===== src/rtl/axil_read_arbiter_pkg.sv =====
// axil_read_arbiter_pkg
//   Shared constants for the two-port AXI-Lite read arbiter: FSM state
//   encodings and the AXI read response codes.
package axil_read_arbiter_pkg;

  typedef logic [1:0] arb_state_t;

  localparam arb_state_t ARB_IDLE = 2'b00;
  localparam arb_state_t ARB_ADDR = 2'b01;
  localparam arb_state_t ARB_DATA = 2'b10;

  localparam logic [1:0] OKAY   = 2'b00;
  localparam logic [1:0] SLVERR = 2'b10;

endpackage


===== src/rtl/axil_read_arbiter_if.sv =====
// axil_read_arbiter_if
//   AXI-Lite read channels (AR + R) bundled as one interface.
//   master : drives araddr/arvalid/rready, receives arready/rdata/rresp/rvalid
//   slave  : the mirror image
interface axil_read_arbiter_if #(
  parameter int ADDR_WIDTH = 32,
  parameter int DATA_WIDTH = 32
);

  logic [ADDR_WIDTH-1:0] araddr;
  logic                  arvalid;
  logic                  arready;
  logic [DATA_WIDTH-1:0] rdata;
  logic [1:0]            rresp;
  logic                  rvalid;
  logic                  rready;

  modport master (
    output araddr, arvalid, rready,
    input  arready, rdata, rresp, rvalid
  );

  modport slave (
    input  araddr, arvalid, rready,
    output arready, rdata, rresp, rvalid
  );

endinterface


===== src/rtl/axil_read_arbiter_rr_arbiter_2.sv =====
// rr_arbiter_2
//   Combinational two-requester arbiter.
//   req        : request bits, bit N = port N
//   last_grant : port that completed the most recent transaction
//   gnt        : one-hot grant (all zero when nothing requests)
//   gnt_idx    : index of the granted port
//   FIXED_PRIORITY = 1 makes port 0 win every contention; otherwise the
//   port that did not win last time gets it.
module rr_arbiter_2 #(
  parameter int FIXED_PRIORITY = 0
) (
  input  logic [1:0] req,
  input  logic       last_grant,
  output logic [1:0] gnt,
  output logic       gnt_idx
);

  always_comb begin
    gnt_idx = 1'b0;
    case (req)
      2'b01:   gnt_idx = 1'b0;
      2'b10:   gnt_idx = 1'b1;
      2'b11:   gnt_idx = (FIXED_PRIORITY != 0) ? 1'b0 : ~last_grant;
      default: gnt_idx = 1'b0;
    endcase
    gnt = 2'b00;
    if (req != 2'b00) begin
      gnt = gnt_idx ? 2'b10 : 2'b01;
    end
  end

endmodule


===== src/rtl/axil_read_arbiter.sv =====
// axil_read_arbiter
//   Shares one AXI-Lite read master between port 0 (instruction fetch) and
//   port 1 (data load), one transaction in flight at a time.
//   i_Clock   : clock, posedge
//   i_Reset_N : synchronous active-low reset
//   s0_axil   : requester port 0 (arbiter acts as slave)
//   s1_axil   : requester port 1 (arbiter acts as slave)
//   m_axil    : downstream read master
//   o_Busy    : high whenever the FSM is not idle
//   o_Grant   : port owning the current transaction
//
//   state    | meaning
//   ARB_IDLE | waiting for a request; winner's arready driven this cycle
//   ARB_ADDR | latched address presented downstream until arready
//   ARB_DATA | read data routed to the granted port until rvalid&&rready
module axil_read_arbiter
  import axil_read_arbiter_pkg::*;
#(
  parameter int ADDR_WIDTH     = 32,
  parameter int DATA_WIDTH     = 32,
  parameter int FIXED_PRIORITY = 0
) (
  input  logic                i_Clock,
  input  logic                i_Reset_N,
  axil_read_arbiter_if.slave  s0_axil,
  axil_read_arbiter_if.slave  s1_axil,
  axil_read_arbiter_if.master m_axil,
  output logic                o_Busy,
  output logic                o_Grant
);

  arb_state_t            state_q, state_d;
  logic [ADDR_WIDTH-1:0] addr_q, addr_d;
  logic                  grant_q, grant_d;
  logic                  last_grant_q, last_grant_d;

  logic [1:0] req;
  logic [1:0] gnt;
  logic       gnt_idx;
  logic       in_idle, in_addr, in_data;
  logic       sel0, sel1;
  logic       m_rready;

  assign req = {s1_axil.arvalid, s0_axil.arvalid};

  rr_arbiter_2 #(
    .FIXED_PRIORITY(FIXED_PRIORITY)
  ) u_rr_arbiter_2 (
    .req       (req),
    .last_grant(last_grant_q),
    .gnt       (gnt),
    .gnt_idx   (gnt_idx)
  );

  // Outputs are gated by the reset input itself so they read zero for the
  // whole time reset is held, not only after the first sampling edge.
  assign in_idle = i_Reset_N && (state_q == ARB_IDLE);
  assign in_addr = i_Reset_N && (state_q == ARB_ADDR);
  assign in_data = i_Reset_N && (state_q == ARB_DATA);
  assign sel0    = in_data && !grant_q;
  assign sel1    = in_data &&  grant_q;

  assign m_rready = (sel0 && s0_axil.rready) || (sel1 && s1_axil.rready);

  always_comb begin
    state_d      = state_q;
    addr_d       = addr_q;
    grant_d      = grant_q;
    last_grant_d = last_grant_q;
    case (state_q)
      ARB_IDLE: begin
        if (req != 2'b00) begin
          addr_d  = gnt_idx ? s1_axil.araddr : s0_axil.araddr;
          grant_d = gnt_idx;
          state_d = ARB_ADDR;
        end
      end
      ARB_ADDR: begin
        if (m_axil.arready) begin
          state_d = ARB_DATA;
        end
      end
      ARB_DATA: begin
        if (m_axil.rvalid && m_rready) begin
          last_grant_d = grant_q;
          state_d      = ARB_IDLE;
        end
      end
      default: state_d = ARB_IDLE;
    endcase
  end

  always_ff @(posedge i_Clock) begin
    if (!i_Reset_N) begin
      state_q      <= ARB_IDLE;
      addr_q       <= '0;
      grant_q      <= 1'b0;
      // Port 1 counts as the previous winner so port 0 takes the first tie.
      last_grant_q <= 1'b1;
    end else begin
      state_q      <= state_d;
      addr_q       <= addr_d;
      grant_q      <= grant_d;
      last_grant_q <= last_grant_d;
    end
  end

  assign s0_axil.arready = in_idle && gnt[0];
  assign s1_axil.arready = in_idle && gnt[1];

  assign m_axil.arvalid = in_addr;
  assign m_axil.araddr  = i_Reset_N ? addr_q : '0;
  assign m_axil.rready  = m_rready;

  assign s0_axil.rvalid = sel0 && m_axil.rvalid;
  assign s0_axil.rdata  = sel0 ? m_axil.rdata : '0;
  assign s0_axil.rresp  = sel0 ? m_axil.rresp : OKAY;

  assign s1_axil.rvalid = sel1 && m_axil.rvalid;
  assign s1_axil.rdata  = sel1 ? m_axil.rdata : '0;
  assign s1_axil.rresp  = sel1 ? m_axil.rresp : OKAY;

  assign o_Busy  = i_Reset_N && (state_q != ARB_IDLE);
  assign o_Grant = i_Reset_N && grant_q;

endmodule


===== src/flat_wrapper.sv =====
// flat-port wrapper written by rule: the top's interface ports become plain ports
module axil_read_arbiter_flat import axil_read_arbiter_pkg::*;
#(
  parameter int ADDR_WIDTH     = 32,
  parameter int DATA_WIDTH     = 32,
  parameter int FIXED_PRIORITY = 0
)
  (i_Clock, i_Reset_N, o_Busy, o_Grant, s0_axil_araddr, s0_axil_arvalid, s0_axil_rready, s0_axil_arready, s0_axil_rdata, s0_axil_rresp, s0_axil_rvalid, s1_axil_araddr, s1_axil_arvalid, s1_axil_rready, s1_axil_arready, s1_axil_rdata, s1_axil_rresp, s1_axil_rvalid, m_axil_araddr, m_axil_arvalid, m_axil_rready, m_axil_arready, m_axil_rdata, m_axil_rresp, m_axil_rvalid);
  axil_read_arbiter_if #(.ADDR_WIDTH(ADDR_WIDTH), .DATA_WIDTH(DATA_WIDTH)) s0_axil_i ();
  axil_read_arbiter_if #(.ADDR_WIDTH(ADDR_WIDTH), .DATA_WIDTH(DATA_WIDTH)) s1_axil_i ();
  axil_read_arbiter_if #(.ADDR_WIDTH(ADDR_WIDTH), .DATA_WIDTH(DATA_WIDTH)) m_axil_i ();
  input  logic i_Clock;
  input  logic i_Reset_N;
  output logic o_Busy;
  output logic o_Grant;
  input wire logic [$bits(s0_axil_i.araddr)-1:0] s0_axil_araddr;
  input wire logic [$bits(s0_axil_i.arvalid)-1:0] s0_axil_arvalid;
  input wire logic [$bits(s0_axil_i.rready)-1:0] s0_axil_rready;
  output wire logic [$bits(s0_axil_i.arready)-1:0] s0_axil_arready;
  output wire logic [$bits(s0_axil_i.rdata)-1:0] s0_axil_rdata;
  output wire logic [$bits(s0_axil_i.rresp)-1:0] s0_axil_rresp;
  output wire logic [$bits(s0_axil_i.rvalid)-1:0] s0_axil_rvalid;
  input wire logic [$bits(s1_axil_i.araddr)-1:0] s1_axil_araddr;
  input wire logic [$bits(s1_axil_i.arvalid)-1:0] s1_axil_arvalid;
  input wire logic [$bits(s1_axil_i.rready)-1:0] s1_axil_rready;
  output wire logic [$bits(s1_axil_i.arready)-1:0] s1_axil_arready;
  output wire logic [$bits(s1_axil_i.rdata)-1:0] s1_axil_rdata;
  output wire logic [$bits(s1_axil_i.rresp)-1:0] s1_axil_rresp;
  output wire logic [$bits(s1_axil_i.rvalid)-1:0] s1_axil_rvalid;
  output wire logic [$bits(m_axil_i.araddr)-1:0] m_axil_araddr;
  output wire logic [$bits(m_axil_i.arvalid)-1:0] m_axil_arvalid;
  output wire logic [$bits(m_axil_i.rready)-1:0] m_axil_rready;
  input wire logic [$bits(m_axil_i.arready)-1:0] m_axil_arready;
  input wire logic [$bits(m_axil_i.rdata)-1:0] m_axil_rdata;
  input wire logic [$bits(m_axil_i.rresp)-1:0] m_axil_rresp;
  input wire logic [$bits(m_axil_i.rvalid)-1:0] m_axil_rvalid;
  assign s0_axil_i.araddr = s0_axil_araddr;
  assign s0_axil_i.arvalid = s0_axil_arvalid;
  assign s0_axil_i.rready = s0_axil_rready;
  assign s0_axil_arready = s0_axil_i.arready;
  assign s0_axil_rdata = s0_axil_i.rdata;
  assign s0_axil_rresp = s0_axil_i.rresp;
  assign s0_axil_rvalid = s0_axil_i.rvalid;
  assign s1_axil_i.araddr = s1_axil_araddr;
  assign s1_axil_i.arvalid = s1_axil_arvalid;
  assign s1_axil_i.rready = s1_axil_rready;
  assign s1_axil_arready = s1_axil_i.arready;
  assign s1_axil_rdata = s1_axil_i.rdata;
  assign s1_axil_rresp = s1_axil_i.rresp;
  assign s1_axil_rvalid = s1_axil_i.rvalid;
  assign m_axil_araddr = m_axil_i.araddr;
  assign m_axil_arvalid = m_axil_i.arvalid;
  assign m_axil_rready = m_axil_i.rready;
  assign m_axil_i.arready = m_axil_arready;
  assign m_axil_i.rdata = m_axil_rdata;
  assign m_axil_i.rresp = m_axil_rresp;
  assign m_axil_i.rvalid = m_axil_rvalid;
  axil_read_arbiter #(.ADDR_WIDTH(ADDR_WIDTH), .DATA_WIDTH(DATA_WIDTH), .FIXED_PRIORITY(FIXED_PRIORITY)) u_core (.i_Clock(i_Clock), .i_Reset_N(i_Reset_N), .s0_axil(s0_axil_i), .s1_axil(s1_axil_i), .m_axil(m_axil_i), .o_Busy(o_Busy), .o_Grant(o_Grant));
endmodule

===== config.mk =====
export PLATFORM = sky130hd
export DESIGN_NAME = axil_read_arbiter_flat
export DESIGN_NICKNAME = d
export VERILOG_FILES = /design/src/rtl/axil_read_arbiter_pkg.sv /design/src/rtl/axil_read_arbiter_if.sv /design/src/rtl/axil_read_arbiter_rr_arbiter_2.sv /design/src/rtl/axil_read_arbiter.sv /design/src/flat_wrapper.sv
export SDC_FILE = /design/constraint.sdc
export NUM_CORES = 1
export LEC_CHECK = 0
export ABC_AREA = 1
export ABC_CLOCK_PERIOD_IN_PS = 3100
export CORE_MARGIN = 5
export CORE_UTILIZATION = 35
export CTS_CLUSTER_SIZE = 20
export DETAILED_ROUTE_END_ITERATION = 16
export GPL_TIMING_DRIVEN = 0
export PLACE_DENSITY_LB_ADDON = 0.08
export SYNTH_ARGS = -nofsm -noshare
export SYNTH_HDL_FRONTEND = slang
export SYNTH_HIERARCHICAL = 1
export SYNTH_SLANG_ARGS = --single-unit

===== constraint.sdc =====
create_clock -name i_Clock -period 3.1 [get_ports i_Clock]
set_input_delay 0.62 -clock i_Clock [delete_from_list [all_inputs] [get_ports i_Clock]]
set_output_delay 0.62 -clock i_Clock [all_outputs]
set_load 0.02 [all_outputs]

### Yosys cells after proc, flatten, opt, wreduce, memory -nomap -nowiden

Index checks and enable logic that the tools add are counted.

| storage, ports and cells | value |
|---|---|
| flip-flop bits (word level) | 36 |
| bits of input ports | 106 |
| output and inout port bits | 108 |
| word-level logic and storage cells | 47 |

| operators by class | value |
|---|---|
| equality and inequality tests | 7 |
| mux-type cells | 13 |
| bitwise operators | 1 |
| reductions and logical operators | 22 |

Operators by type and width:

| operator | count |
|---|---|
| $mux W32 | 4 |
| $logic_and A1 B1 Y1 | 14 |
| $mux W2 | 7 |
| $eq A2 B2 Y1 const B | 3 |
| $ne A2 B2 Y1 const B | 3 |
| $pmux W2 S3 | 1 |
| $reduce_and A2 Y1 | 2 |
| $reduce_bool A2 Y1 | 2 |
| $reduce_and A3 Y1 | 1 |
| $eq A2 B1 Y1 const B | 1 |
| $logic_not A2 Y1 | 1 |
| $pmux W1 S2 | 1 |
| $logic_not A1 Y1 | 1 |
| $logic_or A1 B1 Y1 | 1 |
| $not A1 Y1 | 1 |

### Depth between registers and ports, before layout

Gate-level depths: netlist (run 1).

| logic depth | value |
|---|---|
| depth after elaboration | 8 |
| mapped depth | 8 |
| gate-level depth less buffers | 7 |

### Cells and area by module

The synthesis (run 1) kept the hierarchy.

By module, submodules not included:

| module | instances | cells an instance | area an instance (µm²) | sequential area each (µm²) |
|---|---|---|---|---|
| axil_read_arbiter | 1 | 459 | 2477.4 | 720.7 |
| rr_arbiter_2 | 1 | 6 | 25.0 | 0.0 |

### Least setup slack after synthesis (run 1)

No wires, ideal clock.

| path | value |
|---|---|
| path type | input to output |
| start point | input i_Reset_N |
| end point | output s1_axil_rdata[10] |
| data arrival time | 1.442 ns |
| data required time | 2.480 ns |
| path slack | 1.038 ns |
| cell stages on the path | 5 |
| buffers on the path | 1 |
| path through | nand2_1 -> inv_1 -> nand2_2 -> buf_2 -> nor2_1 |

| on the way | value |
|---|---|
| word-level cells in the longest chain between the ends | 3 |

RTL lines:

| what | RTL line | RTL |
|---|---|---|
| start, declared | flat_wrapper.sv:13 | `input logic i_Reset_N;` |
| $logic_and A1 B1 Y1 | axil_read_arbiter.sv:59 | `assign in_data = i_Reset_N && (state_q == ARB_DATA);` |
| $logic_and A1 B1 Y1 | axil_read_arbiter.sv:61 | `assign sel1 = in_data && grant_q;` |
| $mux W32 | axil_read_arbiter.sv:120 | `assign s1_axil.rdata = sel1 ? m_axil.rdata : '0;` |
| end, declared | flat_wrapper.sv:27 | `output wire logic [$bits(s1_axil_i.rdata)-1:0] s1_axil_rdata;` |

Every way passes these cells.

### Final worst setup path (run 1)

| path | value |
|---|---|
| start point | input s1_axil_arvalid |
| end point | output s1_axil_arready |

| on the way | value |
|---|---|
| word-level cells in the longest chain between the ends | 5 |
| elaborated cells between the ends (all ways) | 7 |
| those cells by class | eq/ne: 2; mux: 3; reduce/logical: 2 |

RTL lines:

| what | RTL line | RTL |
|---|---|---|
| start, declared | flat_wrapper.sv:24 | `input wire logic [$bits(s1_axil_i.arvalid)-1:0] s1_axil_arvalid;` |
| $eq A2 B2 Y1 | axil_read_arbiter_rr_arbiter_2.sv:20 | `case (req)` |
| $pmux W1 S2 | axil_read_arbiter_rr_arbiter_2.sv:20 |  |
| $mux W2 | axil_read_arbiter_rr_arbiter_2.sv:28 | `gnt = gnt_idx ? 2'b10 : 2'b01;` |
| $mux W2 * | axil_read_arbiter_rr_arbiter_2.sv:27 | `if (req != 2'b00) begin` |
| named net u_core.gnt[1] | axil_read_arbiter.sv:38 | `logic [1:0] gnt;` |
| $logic_and A1 B1 Y1 * | axil_read_arbiter.sv:109 | `assign s1_axil.arready = in_idle && gnt[1];` |
| end, declared | flat_wrapper.sv:26 | `output wire logic [$bits(s1_axil_i.arready)-1:0] s1_axil_arready;` |

Mark *: on every way through the listed nets, which the timed path passes. The rest lies on a longest branch.

==> results of run 1 <==
## worst max path at each step
stage,depth (start not counted),startpoint,end
finish,6,s1_axil_arvalid,s1_axil_arready
global route,6,s1_axil_arvalid,s1_axil_arready
CTS,6,i_Reset_N,m_axil_araddr[11]
detailed placement,7,i_Reset_N,s0_axil_rdata[15]
global placement,6,i_Reset_N,m_axil_araddr[22]
floorplan,5,i_Reset_N,s1_axil_rdata[10]
## report_power, final
part           switching (mW)  leakage [nW]  total [mW]  internal [mW]
logic                   0.271          2.49       0.548          0.276
registers              0.0315         0.299       0.551          0.520
clock network           0.166        0.0445       0.347          0.181
## metrics by stage
stage / std cells / utilization (%) / instance area (µm²) / hold slack, ns
after floorplan: 465 / - / 2502 / 0.4539
after global placement: 774 / 69.22 / 4755 / 0.4609
after detailed placement: 774 / 69.22 / 4755 / 0.4736
after CTS: 782 / 70.05 / 4812 / 0.4899
after global routing: 782 / 70.56 / 4847 / 0.5082
final: 782 / 70.56 / 4847 / 0.4827
## cell usage in the layout, fill, tap and decap left out
| cell | instances |
|---|---|
| clkbuf_8 | 6 |
| inv_4 | 1 |
| clkbuf_1 | 6 |
| inv_2 | 2 |
| buf_4 | 2 |
| nor3_1 | 1 |
| nand3_1 | 4 |
| nor2_1 | 140 |
| a21oi_1 | 4 |
| clkdlybuf4s50_1 | 167 |
| dlymetal6s2s_1 | 14 |
| nand2_1 | 75 |
| buf_6 | 3 |
| buf_2 | 14 |
| nand2_2 | 2 |
| clkinvlp_4 | 1 |
| clkbuf_2 | 2 |
| o21ai_4 | 1 |
| o21ai_0 | 59 |
| dfxtp_1 | 36 |
| o21ai_1 | 6 |
| nor2_4 | 1 |
| dlygate4sd2_1 | 32 |
| inv_1 | 105 |
| nor2_2 | 2 |
## flip-flops by register name, indices dropped and copies added, names as in the netlist
name / count
u_core/addr_q: 32
u_core/grant_q: 1
u_core/last_grant_q: 1
u_core/state_q: 2
## worst max-delay path: cells and delay by family
family	cells	cell delay [ns]
buffers and inverters	4	1.31
and+or+nand+nor	1	0.09
AOI/OAI and AO/OA	1	0.14
## cell type report
class / instances / share of cell area [%]
clock inverters: 1 / 0.1549
flip-flops and latches: 36 / 14.87
plain buffers: 26 / 3.046
multi-input cells: 295 / 25.37
well taps: 96 / 2.478
repair buffers: 213 / 43.88
clock buffers: 7 / 1.781
inverters: 108 / 8.415
## repair_timing
| item | 4_1_cts | 5_1_grt |
|---|---|---|
| hold buffers | 0 | 0 |
| setup endpoints to repair | 35 | 57 |
| gates resized for setup | 34 | 14 |
| hold endpoints to repair | 0 | 0 |
## layer usage
metal	part of all wire (%)	track usage, %
met5	0	0
met4	0.95	4.327
met3	10	6.454
met2	49	37.41
met1	40	25.34
## cells by family after synthesis
group                  after synthesis
AND/OR/NAND/NOR                    225
buffers and inverters              134
AO/OA/AOI/OAI                       70
flip-flops                          36
==> flow_metrics.env, run 1 <==
export IMPL_status="finished clean"
export IMPL_synth_top_flop_cell="dfxtp_1"
export IMPL_wire_per_inst_um=12.51
export IMPL_synthArstFlopShare_pct=0
export IMPL_vias=3354
export IMPL_slew_headroom_pct=68.81
export IMPL_grt_start_max_net_pins=12
export IMPL_final_nets=791
export IMPL_worst_slack_ns=0.3244
export IMPL_hold_depth=2
export IMPL_min_to="u_core/addr_q[19]"
export IMPL_period_minus_slack_ns=2.776
export IMPL_num_antenna_cells=0
export IMPL_grt_pass1_wl_mm=15.32
export IMPL_crit_chain="clkdlybuf4s50_1 > inv_1 > a21oi_1 > inv_1 > nor2_1 > clkdlybuf4s50_1"
export IMPL_synth_commonest_cells="140 x nor2_1, 105 x inv_1, 75 x nand2_1"
export IMPL_tritoncts="built"
export IMPL_synth_xor_area_share_pct=0
export IMPL_hold_viol_final=0
export IMPL_fin_crit_sh_pct=89.54
export IMPL_io_pins=214
export IMPL_postCtsSetupBuffers=0
export IMPL_drt_iter0_drc=129
export IMPL_grt_usage_pct=21.18
export IMPL_netlist_top_cells_area="dfxtp_1 29%, nor2_1 21%, inv_1 16%"
export IMPL_dp_hpwl_mm=8.314
export IMPL_area_sequential_um2=720.7
export IMPL_drv_cap=0
export IMPL_startpoint_type="primary input"
export IMPL_power_mw=1.446
export IMPL_dieWidth_um=94.56
export IMPL_p_leak_nw=2.832
export IMPL_area_growth_pct=93.70
export IMPL_syn_area_um2=2502
export IMPL_synth_edf_count=0
export IMPL_netlist_instances=465
export IMPL_place_gp_congestion=0.7966
export IMPL_post_synth_top_area_cell="dfxtp_1"
export IMPL_finClkSkew_ns=0.01137
export IMPL_slowest_delay_ns=0.63
export IMPL_synth_area_per_cell_um2=5.382
export IMPL_ir_drop_mv=0.2316
export IMPL_first_global_vias=3194
export IMPL_rrSetupSlack_ns=1.39
export IMPL_clkTransAtPathRegs_ns=0.07
export IMPL_synth_top_family_by_area="simple AND/OR/NAND/NOR gates"
export IMPL_ys_warn_count=6
export IMPL_synth_compound_area_share_pct=14.45
export IMPL_htreeDepth=2
export IMPL_cts_made_buffers=5
export IMPL_clkLatencyLatePin_ns=0.28
export IMPL_cts_root_buf="clkbuf_8"
export IMPL_drt_wl_total_mm=9.779
export IMPL_final_setup_tns_ns=0
export IMPL_tightest_slew_ns=0.4678
export IMPL_grt_ovfl_total=0
export IMPL_crit_fanout=3
export IMPL_synthAdderAreaFrac_pct=0
export IMPL_crit_path_top_delay_cell="clkdlybuf4s50_1"
export IMPL_fmax_ghz=0.3603
export IMPL_maxSlewViolCount=0
export IMPL_rows=30
export IMPL_cts_sinks=36
export IMPL_crit_path_end_kind="primary output"
export IMPL_port_buffers=213
export IMPL_r2r_cells=6
export IMPL_preCtsSetupSlack_ns=-0.03277
export IMPL_drive_above_1_share_pct=5.394
export IMPL_viasPerCell=4.289
export IMPL_synthSimpleGateAreaFrac_pct=34.70
export IMPL_setup_viol=0
export IMPL_path_class="in -> out"
export IMPL_dr_pass1_iters=4
export IMPL_antenna_found_initial=0
export IMPL_cts_path_max_buffers=2
export IMPL_ys_seq_area_share_pct=28.80
export IMPL_drcViolationCount=0
export IMPL_rsz0062_at_grt="false"
export IMPL_die_h_um=94.56
export IMPL_r2r_start="u_core/last_grant_q"
export IMPL_syn_nets=571
export IMPL_core_um2=6869
export IMPL_postRouteAntennaNets=0
export IMPL_synthMuxAreaShare_pct=0
export IMPL_min_from="u_core/addr_q[19]"
export IMPL_start_util_pct=36.43
export IMPL_synth_top_area_share_pct=28.80
export IMPL_yosysMostFrequentCell="nor2_1"
export IMPL_fillers=624
export IMPL_multi_input_area_um2=1230
export IMPL_synth_seq_cells=36
export IMPL_p_per_area_nw_per_um2=298.2
export IMPL_ys_types=20
export IMPL_cp_required_ns=2.48
export IMPL_critPathArrivalTime_ns=2.16
export IMPL_die_area_um2=8941
export IMPL_hold_class="reg -> reg"
export IMPL_rr_endpoint="u_core/addr_q[23]"
Power figures use the tool's default switching activity.
==> inputs of run 2 (changes only) <==
--- a/config.mk
+++ b/config.mk
@@ -13,6 +13,7 @@
 export DETAILED_ROUTE_END_ITERATION = 16
 export GPL_TIMING_DRIVEN = 0
 export PLACE_DENSITY_LB_ADDON = 0.08
+export SETUP_SLACK_MARGIN = 0.3
 export SYNTH_ARGS = -nofsm -noshare
 export SYNTH_HDL_FRONTEND = slang
 export SYNTH_HIERARCHICAL = 1
==> run 2 against run 1 <==
Worst setup slack gained 0.18 ns; clock skew shrank 0.0010 ns; worst hold slack is essentially flat; non-clock buffer count is the same; first-iteration DRC count grew 1.6%; critical path depth grew 1; clock power is essentially flat; utilization shrank 0.84 points; die area is the same; critical endpoint is now s1_axil_rdata[6]; largest power group unchanged.
==> flow_metrics.env, run 2 (synthesis gave the netlist of run 1 again) <==
export IMPL_io_pins=214
export IMPL_preCtsSetupSlack_ns=-0.03277
export IMPL_layout_common_cells="149 x clkdlybuf4s50_1, 140 x nor2_1, 105 x inv_1"
export IMPL_tightest_slew_ns=0.4644
export IMPL_finClkSkew_ns=0.01037
export IMPL_drcViolationCount=0
export IMPL_critPathArrivalTime_ns=1.97
export IMPL_dp_cells=774
export IMPL_period_minus_slack_ns=2.592
export IMPL_cts_path_max_buffers=2
export IMPL_vias=3352
export IMPL_dieWidth_um=94.56
export IMPL_stdcell_count=782
export IMPL_final_common_cell="clkdlybuf4s50_1"
export IMPL_worst_slack_ns=0.5083
export IMPL_drt_wl_total_mm=9.797
export IMPL_slowest_delay_ns=0.61
export IMPL_wire_per_inst_um=12.53
export IMPL_clkLatencyLatePin_ns=0.28
export IMPL_crit_family="buffers and inverters"
export IMPL_core_um2=6869
export IMPL_cts_sinks=36
export IMPL_slew_headroom_pct=69.04
export IMPL_top_register="u_core/addr_q"
export IMPL_grt_start_max_net_pins=12
export IMPL_path_buf_inv=4
export IMPL_start_util_pct=36.43
export IMPL_clkTransAtPathRegs_ns=0.07
export IMPL_area_growth_pct=91.40
export IMPL_cts_made_buffers=5
export IMPL_crit_fanout=10
export IMPL_ir_drop_mv=0.2374
export IMPL_grt_usage_pct=21.20
export IMPL_final_nets=791
export IMPL_path_class="in -> out"
export IMPL_fmax_ghz=0.3859
export IMPL_tritoncts="built"
export IMPL_fin_crit_sh_pct=83.60
export IMPL_hold_viol_final=0
export IMPL_top_regs="u_core/addr_q x32, u_core/state_q x2"
export IMPL_largest_register_ffs=32
export IMPL_dp_hpwl_mm=8.314
export IMPL_maxSlewViolCount=0
export IMPL_grt_ovfl_total=0
export IMPL_antenna_found_initial=0
export IMPL_die_area_um2=8941
export IMPL_postCtsHoldBufs=0
export IMPL_hold_class="reg -> reg"
export IMPL_crit_path_end_kind="primary output"
export IMPL_postRouteAntennaNets=0
export IMPL_crit_chain="clkbuf_2 > nand2_1 > inv_1 > nand2_2 > buf_2 > nor2_1 > clkdlybuf4s50_1"
export IMPL_drt_iter0_drc=131
export IMPL_num_antenna_cells=0
export IMPL_port_buffers=213
export IMPL_dr_pass1_iters=4
export IMPL_grt_pass1_wl_mm=15.33
export IMPL_die_h_um=94.56
export IMPL_p_per_area_nw_per_um2=301.6
export IMPL_drive_above_1_share_pct=5.539
export IMPL_drv_cap=0
export IMPL_cts_root_buf="clkbuf_8"
export IMPL_rows=30
export IMPL_first_global_vias=3193
export IMPL_final_setup_tns_ns=0
export IMPL_rsz0062_at_grt="false"
export IMPL_status="finished clean"
export IMPL_p_leak_nw=2.796
export IMPL_startpoint_type="primary input"
export IMPL_place_gp_congestion=0.7966
export IMPL_post_route_util_pct=69.73
export IMPL_cp_required_ns=2.48
export IMPL_htreeDepth=2
export IMPL_viasPerCell=4.286
export IMPL_setup_viol=0
export IMPL_crit_path_top_delay_cell="clkdlybuf4s50_1"
==> run 2: report_power, final <==
group	switching (mW)	total (mW)	leakage (nW)	internal, mW
Combinational	0.272	0.546	2.45	0.274
Clock	0.167	0.348	0.0445	0.181
Sequential	0.0312	0.551	0.299	0.520
==> run 2: area by class of cell <==
type | instances | area [µm²]
Sequential cell | 36 | 720.7
Inverter | 108 | 407.9
Multi-Input combinational cell | 295 | 1230
Fill cell | 643 | 2079
Clock inverter | 1 | 7.507
Clock buffer | 7 | 86.33
Timing Repair Buffer | 213 | 2067
Tap cell | 96 | 120.1
Buffer | 26 | 150.1
==> run 2: metrics by stage <==
step	hold slack, ns	cell area [µm²]	power (mW)
final	0.4825	4790	1.445
after global routing	0.5082	4790	1.548
after CTS	0.4897	4781	1.456
after detailed placement	0.4736	4755	1.118
after global placement	0.4609	4755	1.104
after floorplan	0.4539	2502	0.8306
==> run 2: layer usage <==
metal / GRT usage, % / wire, µm
met1: 25.29 / 3901
met5: 0 / 0
met2: 37.41 / 4799
met4: 4.327 / 119
met3: 6.614 / 977
==> run 2: worst min-delay path, delay by kind of cell (launching register included) <==
family / cells / cell delay [ns]
and+or+nand+nor: 2 / 0.13
DFF: 1 / 0.33
==> run 2: final timing paths <==
| kind | start | endpoint | slack [ns] | depth (start not counted) |
|---|---|---|---|---|
| max | i_Reset_N | s1_axil_rdata[6] | 0.51 | 7 |
| min | u_core/addr_q[19] | u_core/addr_q[19] | 0.48 | 2 |
| max reg2reg | u_core/last_grant_q | u_core/addr_q[23] | 1.39 | 6 |
| min reg2reg | u_core/addr_q[19] | u_core/addr_q[19] | 0.48 | 2 |
==> run 2: repair_timing <==
item | in CTS | in global routing
setup buffers | 0 | 0
gates cloned | 0 | 0
resized for setup | 62 | 7
setup endpoints to repair | 106 | 25
==> inputs of run 3 (changes only) <==
--- a/config.mk
+++ b/config.mk
@@ -6,9 +6,9 @@
 export NUM_CORES = 1
 export LEC_CHECK = 0
 export ABC_AREA = 1
-export ABC_CLOCK_PERIOD_IN_PS = 3100
+export ABC_CLOCK_PERIOD_IN_PS = 2400
 export CORE_MARGIN = 5
-export CORE_UTILIZATION = 35
+export CORE_UTILIZATION = 32
 export CTS_CLUSTER_SIZE = 20
 export DETAILED_ROUTE_END_ITERATION = 16
 export GPL_TIMING_DRIVEN = 0
==> constraint.sdc (replaced) <==
create_clock -name i_Clock -period 2.4 [get_ports i_Clock]
set_input_delay 0.48 -clock i_Clock [delete_from_list [all_inputs] [get_ports i_Clock]]
set_output_delay 0.48 -clock i_Clock [all_outputs]
set_load 0.02 [all_outputs]
==> run 3 against run 2 <==
Critical path depth is 1 lower; clock power is 48% higher; largest power group unchanged; highest routed layer unchanged; utilization is 9.4 points lower; critical path type is now reg -> out.
==> flow_metrics.env, run 3 (synthesis gave the netlist of run 1 again) <==
export IMPL_antenna_found_initial=0
export IMPL_vias=3338
export IMPL_io_pins=214
export IMPL_crit_fanout=10
export IMPL_num_antenna_cells=0
export IMPL_cts_path_max_buffers=2
export IMPL_p_sw_share_pct=31.49
export IMPL_fin_crit_sh_pct=85.05
export IMPL_cts_made_buffers=5
export IMPL_crit_chain="inv_2 > nor2_4 > nand2_4 > buf_4 > nor2_1 > clkdlybuf4s15_2"
export IMPL_dp_cells=780
export IMPL_switchingPower_uw=601.6
export IMPL_grt_usage_pct=19.85
export IMPL_setup_viol=0
export IMPL_area_sequential_um2=723.2
export IMPL_htreeDepth=2
export IMPL_drv_cap=0
export IMPL_place_gp_congestion=0.8116
export IMPL_drive_above_1_share_pct=16.76
export IMPL_crit_family="buffers and inverters"
export IMPL_clkTransAtPathRegs_ns=0.06
export IMPL_final_common_cell="nor2_1"
export IMPL_tightest_slew_ns=0.3944
export IMPL_critPathArrivalTime_ns=1.56
export IMPL_p_per_area_nw_per_um2=412.1
export IMPL_final_nets=791
export IMPL_post_route_util_pct=60.32
export IMPL_dieWidth_um=98.43
export IMPL_top_register="u_core/addr_q"
export IMPL_die_area_um2=9688
export IMPL_layout_common_cells="140 x nor2_1, 104 x clkdlybuf4s50_1, 104 x inv_1"
export IMPL_top_regs="u_core/addr_q x32, u_core/state_q x2"
export IMPL_path_class="reg -> out"
export IMPL_p_leak_nw=2.742
export IMPL_start_util_pct=32.55
export IMPL_cts_root_buf="clkbuf_8"
export IMPL_clkLatencyLatePin_ns=0.28
export IMPL_startpoint_type="flip-flop"
export IMPL_stdcell_count=788
export IMPL_first_global_vias=3159
export IMPL_maxSlewViolCount=0
export IMPL_internal_power_mw=1.309
export IMPL_dp_hpwl_mm=8.425
export IMPL_core_um2=7687
export IMPL_fmax_ghz=0.4899
export IMPL_postCtsSetupBuffers=0
export IMPL_fillers=823
export IMPL_ir_drop_mv=0.2676
export IMPL_viasPerCell=4.236
export IMPL_grt_pass1_wl_mm=15.90
export IMPL_drt_iter0_drc=112
export IMPL_finClkSkew_ns=0.007786
export IMPL_wire_per_inst_um=12.77
export IMPL_cts_sinks=36
export IMPL_p_clk_share_pct=27.0
export IMPL_rsz0062_at_grt="true"
export IMPL_period_minus_slack_ns=2.041
export IMPL_cp_required_ns=1.92
export IMPL_drt_wl_total_mm=10.06
export IMPL_largest_register_ffs=32
export IMPL_hold_viol_final=0
export IMPL_power_frac_comb_pct=35.8
export IMPL_status="finished clean"
export IMPL_dr_pass1_iters=4
export IMPL_seq_power_share_pct=37.2
export IMPL_area_growth_pct=85.30
export IMPL_hold_class="reg -> reg"
export IMPL_drcViolationCount=0
export IMPL_multi_input_area_um2=1245
export IMPL_postRouteAntennaNets=0
export IMPL_tritoncts="built"
export IMPL_grt_ovfl_total=0
export IMPL_crit_path_top_delay_cell="dfxtp_2"
export IMPL_die_h_um=98.43
export IMPL_path_buf_inv=3
export IMPL_port_buffers=213
export IMPL_crit_path_end_kind="primary output"
export IMPL_slew_headroom_pct=73.71
export IMPL_grt_start_max_net_pins=12
export IMPL_rows=32
export IMPL_slowest_delay_ns=0.37
export IMPL_final_setup_tns_ns=0
run 3: cell types whose count changed in the layout (fill, tap and decap cells not counted), moves of 3 or more:
| cell | delta |
|---|---|
| clkbuf_2 | +10 |
| buf_4 | +7 |
| clkbuf_4 | +3 |
| buf_2 | +38 |
| clkdlybuf4s15_1 | +12 |
| clkdlybuf4s50_1 | -45 |
| dlygate4sd2_1 | -37 |
| clkdlybuf4s15_2 | +16 |
run 3: stage by stage:
step | hold WS [ns] | instance area (µm²) | worst slack [ns] | power (mW)
finish | 0.4860 | 4637 | 0.3589 | 1.911
global placement | 0.4607 | 4762 | -0.4384 | 1.430
CTS | 0.4886 | 4905 | 0.2981 | 1.931
detailed placement | 0.4728 | 4762 | -0.4407 | 1.446
global route | 0.5044 | 4637 | 0.2487 | 2.045
floorplan | 0.4539 | 2502 | 0.6184 | 1.073
run 3: final timing paths:
check | slack [ns] | end | cells past startpoint | from
min | 0.49 | u_core/addr_q[27] | 2 | u_core/addr_q[27]
min reg2reg | 0.49 | u_core/addr_q[27] | 2 | u_core/addr_q[27]
max reg2reg | 0.92 | u_core/addr_q[23] | 6 | u_core/last_grant_q
max | 0.36 | s1_axil_rdata[24] | 6 | u_core/state_q[1]
run 3: tightest hold or removal path: stages, from the launching register on:
cell and delay [ns]:
dfxtp_1 0.33, nor2_1 0.05, nor2_1 0.08
run 3: area by class of cell:
| cell class | instances | share of cell area (%) |
|---|---|---|
| repair buffers | 213 | 39.91 |
| multi-input cells | 295 | 26.85 |
| flip-flops and latches | 36 | 15.60 |
| inverters | 108 | 8.797 |
| plain buffers | 26 | 3.778 |
| well taps | 102 | 2.752 |
| clock buffers | 6 | 1.565 |
| clock inverters | 2 | 0.7555 |
run 3: what timing repair did:
item / 4_1_cts / 5_1_grt
setup endpoints to repair: 112 / 99
endpoints found under the hold margin: 0 / 0
resized for setup: 249 / 87
pin swaps: 0 / 1
hold buffers: 0 / 0
run 3: power by group through the flow:
stage          registers (mW)  logic [mW]  clock network [mW]
2_1_floorplan           0.715       0.358                   0
6_report                0.712       0.684               0.515
5_1_grt                 0.722       0.763               0.560
3_3_place_gp            0.721       0.709                   0
3_5_place_dp            0.725       0.721                   0
4_1_cts                 0.711       0.693               0.527
run 3: per-layer routing:
metal,track usage (%),share of wire [%]
met1,24.71,42
met2,34.69,50
met3,5.379,6.8
met4,3.676,0.97
met5,0,0
